## src/rtl/uart_transmit.sv

```systemverilog
// rtl/uart_transmit.sv - 8N1 UART transmitter with internal baud counter and one-entry holding register
module uart_transmit #(
    parameter int CLKS_PER_BIT = 625,
    parameter int STOP_BITS    = 1
) (
    input  logic       clk,
    input  logic       rst,
    input  logic [7:0] data_in,
    input  logic       data_valid,
    output logic       data_ready,
    output logic       tx,
    output logic       busy,
    output logic       done
);

    localparam int                BAUD_W    = $clog2(CLKS_PER_BIT);
    localparam logic [BAUD_W-1:0] BAUD_LAST = BAUD_W'(CLKS_PER_BIT - 1);
    localparam logic              STOP_LAST = (STOP_BITS == 2);

    localparam logic [1:0] ST_IDLE  = 2'd0;
    localparam logic [1:0] ST_START = 2'd1;
    localparam logic [1:0] ST_DATA  = 2'd2;
    localparam logic [1:0] ST_STOP  = 2'd3;

    logic [1:0]        state;
    logic [BAUD_W-1:0] baud_cnt;
    logic [2:0]        bit_idx;
    logic              stop_idx;
    logic [7:0]        shift_reg;
    logic [7:0]        hold_data;
    logic              hold_full;
    logic              bit_end;
    logic              frame_end;
    logic              accept;
    logic              load;

    assign bit_end    = (state != ST_IDLE) && (baud_cnt == BAUD_LAST);
    assign frame_end  = (state == ST_STOP) && bit_end && (stop_idx == STOP_LAST);
    // The holding register drains either from idle or straight out of the last stop cycle.
    assign load       = hold_full && ((state == ST_IDLE) || frame_end);
    assign data_ready = !hold_full;
    assign accept     = data_valid && data_ready;
    assign busy       = (state != ST_IDLE) || hold_full;
    assign done       = frame_end;

    always_ff @(posedge clk) begin
        if (!rst) begin
            hold_full <= 1'b0;
            hold_data <= 8'h00;
        end else if (accept) begin
            hold_full <= 1'b1;
            hold_data <= data_in;
        end else if (load) begin
            hold_full <= 1'b0;
        end
    end

    always_ff @(posedge clk) begin
        if (!rst) begin
            state     <= ST_IDLE;
            baud_cnt  <= '0;
            bit_idx   <= 3'd0;
            stop_idx  <= 1'b0;
            shift_reg <= 8'h00;
        end else begin
            if ((state == ST_IDLE) || bit_end) begin
                baud_cnt <= '0;
            end else begin
                baud_cnt <= baud_cnt + 1'b1;
            end
            case (state)
                ST_IDLE: begin
                    if (load) begin
                        shift_reg <= hold_data;
                        state     <= ST_START;
                    end
                end
                ST_START: begin
                    if (bit_end) begin
                        bit_idx <= 3'd0;
                        state   <= ST_DATA;
                    end
                end
                ST_DATA: begin
                    if (bit_end) begin
                        bit_idx <= bit_idx + 3'd1;
                        if (bit_idx == 3'd7) begin
                            stop_idx <= 1'b0;
                            state    <= ST_STOP;
                        end
                    end
                end
                ST_STOP: begin
                    if (bit_end) begin
                        if (stop_idx != STOP_LAST) begin
                            stop_idx <= 1'b1;
                        end else if (load) begin
                            shift_reg <= hold_data;
                            state     <= ST_START;
                        end else begin
                            state <= ST_IDLE;
                        end
                    end
                end
                default: state <= ST_IDLE;
            endcase
        end
    end

    // tx lags the state by one cycle so the line is always a clean flop output.
    always_ff @(posedge clk) begin
        if (!rst) begin
            tx <= 1'b1;
        end else begin
            case (state)
                ST_START: tx <= 1'b0;
                ST_DATA:  tx <= shift_reg[bit_idx];
                default:  tx <= 1'b1;
            endcase
        end
    end

endmodule

```

## config.mk

```make
export PLATFORM = sky130hd
export DESIGN_NAME = uart_transmit
export DESIGN_NICKNAME = d
export VERILOG_FILES = /design/src/rtl/uart_transmit.sv
export SDC_FILE = /design/constraint.sdc
export NUM_CORES = 1
export LEC_CHECK = 0
export CAP_MARGIN = 25
export CORE_ASPECT_RATIO = 0.8
export CORE_MARGIN = 4
export CORE_UTILIZATION = 60
export DETAILED_ROUTE_END_ITERATION = 10
export HOLD_SLACK_MARGIN = 0.03
export PLACE_DENSITY = 0.83
export SLEW_MARGIN = 20
export SYNTH_ARGS = -nofsm -noshare
export SYNTH_HDL_FRONTEND = slang
export SYNTH_SLANG_ARGS = --single-unit
export TNS_END_PERCENT = 20
```

## constraint.sdc

```tcl
create_clock -name clk -period 4.1 [get_ports clk]
set_clock_uncertainty 0.15 [all_clocks]
set_input_delay 0.615 -clock clk [delete_from_list [all_inputs] [get_ports clk]]
set_output_delay 0.615 -clock clk [all_outputs]
set_load 0.01 [all_outputs]
```

==> results.sh <==
export IMPL_status="finished clean"
export IMPL_stdcell_area_um2=1790
export IMPL_slew_viol_final=0
export IMPL_antenna_cells=0
export IMPL_cp_max_fo=6
export IMPL_via_per_inst=5.42
export IMPL_grt_pass1_wl_um=5310
export IMPL_gp_congestion=0.840
export IMPL_coreArea_um2=2460
export IMPL_timing_fmax_ghz=0.302
export IMPL_fp_dieW_um=65.1
export IMPL_rsz0062_at_grt="false"
export IMPL_grt_pass1_vias=1228
export IMPL_hold_viol=0
export IMPL_final_nets=199
export IMPL_netlist_top_cell_by_area="dfxtp_1"
export IMPL_largest_register_ff_count=10
export IMPL_drt_first_iter_violations=92
export IMPL_start_util_pct=63.6
export IMPL_die_y_um=53.7
export IMPL_peakVddDrop_uv=253
export IMPL_synth_edf_count=0
export IMPL_end_kind="output port"
export IMPL_syn_num_nets=182
export IMPL_clockRootBuffer="clkbuf_4"
export IMPL_hpwl_um=2310
export IMPL_grt_total_usage_pct=20.3
export IMPL_crit_path_cell_trace="or4b_4 > or4_4 > nor2_1 > clkdlybuf4s50_1"
export IMPL_dieArea_um2=3500
export IMPL_wl_per_cell_um=13.6
export IMPL_htree_levels=2
export IMPL_io_buffers=14
export IMPL_synthCells=162
export IMPL_setup_worst_path_start_class="flop"
export IMPL_clk_latency_ns=0.33
export IMPL_ant_nets=0
export IMPL_power_switching_mw=0.243
export IMPL_yosysUniqueCellTypes=32
export IMPL_finalPower_mw=0.776
export IMPL_syn_to_final_growth_pct=14.3
export IMPL_syn_avg_cell_area_um2=9.67
export IMPL_pwr_share_clk_pct=24.8
export IMPL_yosys_top_cells_area="dfxtp_1 (42%), ha_1 (7.2%), mux2i_1 (6.4%), nand2_1 (6.0%), nor2b_1 (4.4%)"
export IMPL_overflow=0
export IMPL_relSlewSlack_pct=55.0
export IMPL_cts_resized_gates=0
export IMPL_path_buf_inv=1
export IMPL_async_flop_share_pct=0
export IMPL_min_period_ns=3.31
export IMPL_synth_top_cell_area_share_pct=42.2
export IMPL_final_instance_count_excl_fill=216
export IMPL_yosysWarnings=0
export IMPL_maxCapViolations=0
export IMPL_cts_tree="yes"
export IMPL_antenna_found_initial=0
export IMPL_worst_pin_slew_ns=0.672
export IMPL_drtPass1Iterations=4
export IMPL_max_stage_delay_ns=0.57
export IMPL_worst_endpoint_required_ns=3.34
export IMPL_cts_buffers_inserted=5
export IMPL_grt_max_degree=20
export IMPL_intPower_mw=0.533
export IMPL_p_leak_nw=0.692
export IMPL_routed_wl_um=2940
export IMPL_hold_buffers=0
export IMPL_path_delay_family="simple AND/OR/NAND/NOR gates"
export IMPL_drc_errors=0
export IMPL_drive_gt1_share_pct=11.7
export IMPL_rows=16
export IMPL_cp_slowest_cell="or4b_4"
export IMPL_vias=1171
export IMPL_fin_crit_sh_pct=80.7
export IMPL_place_inst=208
export IMPL_pwr_share_comb_pct=28.1
export IMPL_seq_power_share_pct=47.1
export IMPL_fin_tns_setup_ns=0
export IMPL_clkSinkCount=33
export IMPL_dpl_instance_area_um2=1730
export IMPL_setup_viol=0
export IMPL_hold_class="reg -> reg"
export IMPL_io_pins=15
export IMPL_synthFlopType="dfxtp_1"
export IMPL_ys_seq_area_share_pct=42.2
export IMPL_cts_setup_buffers=0
export IMPL_power_density_nw_per_um2=434
export IMPL_p_sw_share_pct=31.3
export IMPL_netlist_area_um2=1570
export IMPL_ys_ff_latch=33
export IMPL_path_clk_slew_ns=0.10
export IMPL_critPathArrivalTime_ns=2.54
export IMPL_final_core_util_pct=72.7
export IMPL_worstSetupPathType="reg -> out"
export IMPL_clock_path_buffers=2
-- worst reg2reg max path, stage by stage (launching register included) --
cell and delay [ns]:
dfxtp_1 0.37, or4b_4 0.57, or4_4 0.56, o22ai_4 0.23, mux2i_1 0.21, nor2b_1 0.06
-- power by group through the flow --
stage          Clock (mW)  Sequential, mW  Combinational [mW]
2_1_floorplan           0           0.369               0.157
3_3_place_gp            0           0.370               0.208
3_5_place_dp            0           0.373               0.219
4_1_cts             0.197           0.366               0.219
5_1_grt             0.212           0.371               0.241
6_report            0.192           0.365               0.218
-- cell families after synthesis --
logic type / synth area share (%)
mux: 9.98
xor+xnor: 4.47
buf+inv: 3.83
fa+ha+maj: 7.19
flops: 42.2
simple gates: 22.7
compound gates: 9.66
-- Yosys cell counts, types with 2 or more instances --
library cell,count
a21boi_0,8
xor2_1,3
buf_6,2
mux2i_1,10
ha_1,9
nor2b_1,11
nor3_1,3
inv_1,7
nand3_1,5
nor2_1,14
nand3b_1,3
o22ai_1,3
and4_1,2
clkbuf_1,3
nand2_1,25
mux4_2,2
xnor2_1,5
dfxtp_1,33
-- through the flow --
step / hold slack [ns] / setup slack (ns)
after floorplan: 0.280 / 1.65
after global placement: 0.299 / 1.18
after detailed placement: 0.316 / 1.16
after CTS: 0.331 / 0.778
after global routing: 0.368 / 0.677
final: 0.329 / 0.790
-- layout by cell type, fill, tap and decap left out, drive strengths merged, types with 2 or more instances in the layout --
cell and count:
mux2i 10, clkinv 2, clkbuf 6, and3 2
xnor2 5, mux4 2, nand2 25, inv 7
o22ai 4, and4 2, ha 9, a21boi 8
xor2 3, nor3 3, nand3b 3, clkdlybuf4s50 14
nand3 5, nor2 14, dfxtp 33, nor2b 11
-- metal layers --
metal / GRT usage (%) / vias to the layer above / share of wire, % / routed length [um]
li1: - / 584 / - / -
met1: 22.8 / 557 / 44 / 1300
met2: 37.0 / 24 / 50 / 1470
met3: 5.43 / 6 / 4.3 / 126
met4: 8.28 / 0 / 1.4 / 42
met5: 0 / - / 0 / 0
-- worst paths after layout --
kind / slack, ns / from / to / cells past startpoint
worst max-delay path: 0.79 / baud_cnt[2]$_SDFF_PP0_ / done / 4
worst min register to register: 0.33 / hold_data[7]$_SDFFE_PN0P_ / hold_data[7]$_SDFFE_PN0P_ / 2
worst max register to register: 1.85 / baud_cnt[2]$_SDFF_PP0_ / state[1]$_SDFFE_PN0P_ / 5
worst min-delay path: 0.33 / hold_data[7]$_SDFFE_PN0P_ / hold_data[7]$_SDFFE_PN0P_ / 2
-- area by class of cell --
class | count | area (um2)
sequential | 33 | 661
clock inverter | 2 | 13.8
multi-input combinational | 117 | 846
timing repair buffer | 15 | 148
inverter | 7 | 26.3
clock buffer | 6 | 51.3
tap | 36 | 45.0
fill | 190 | 672
No activity file was read; power rests on OpenSTA's default activity.
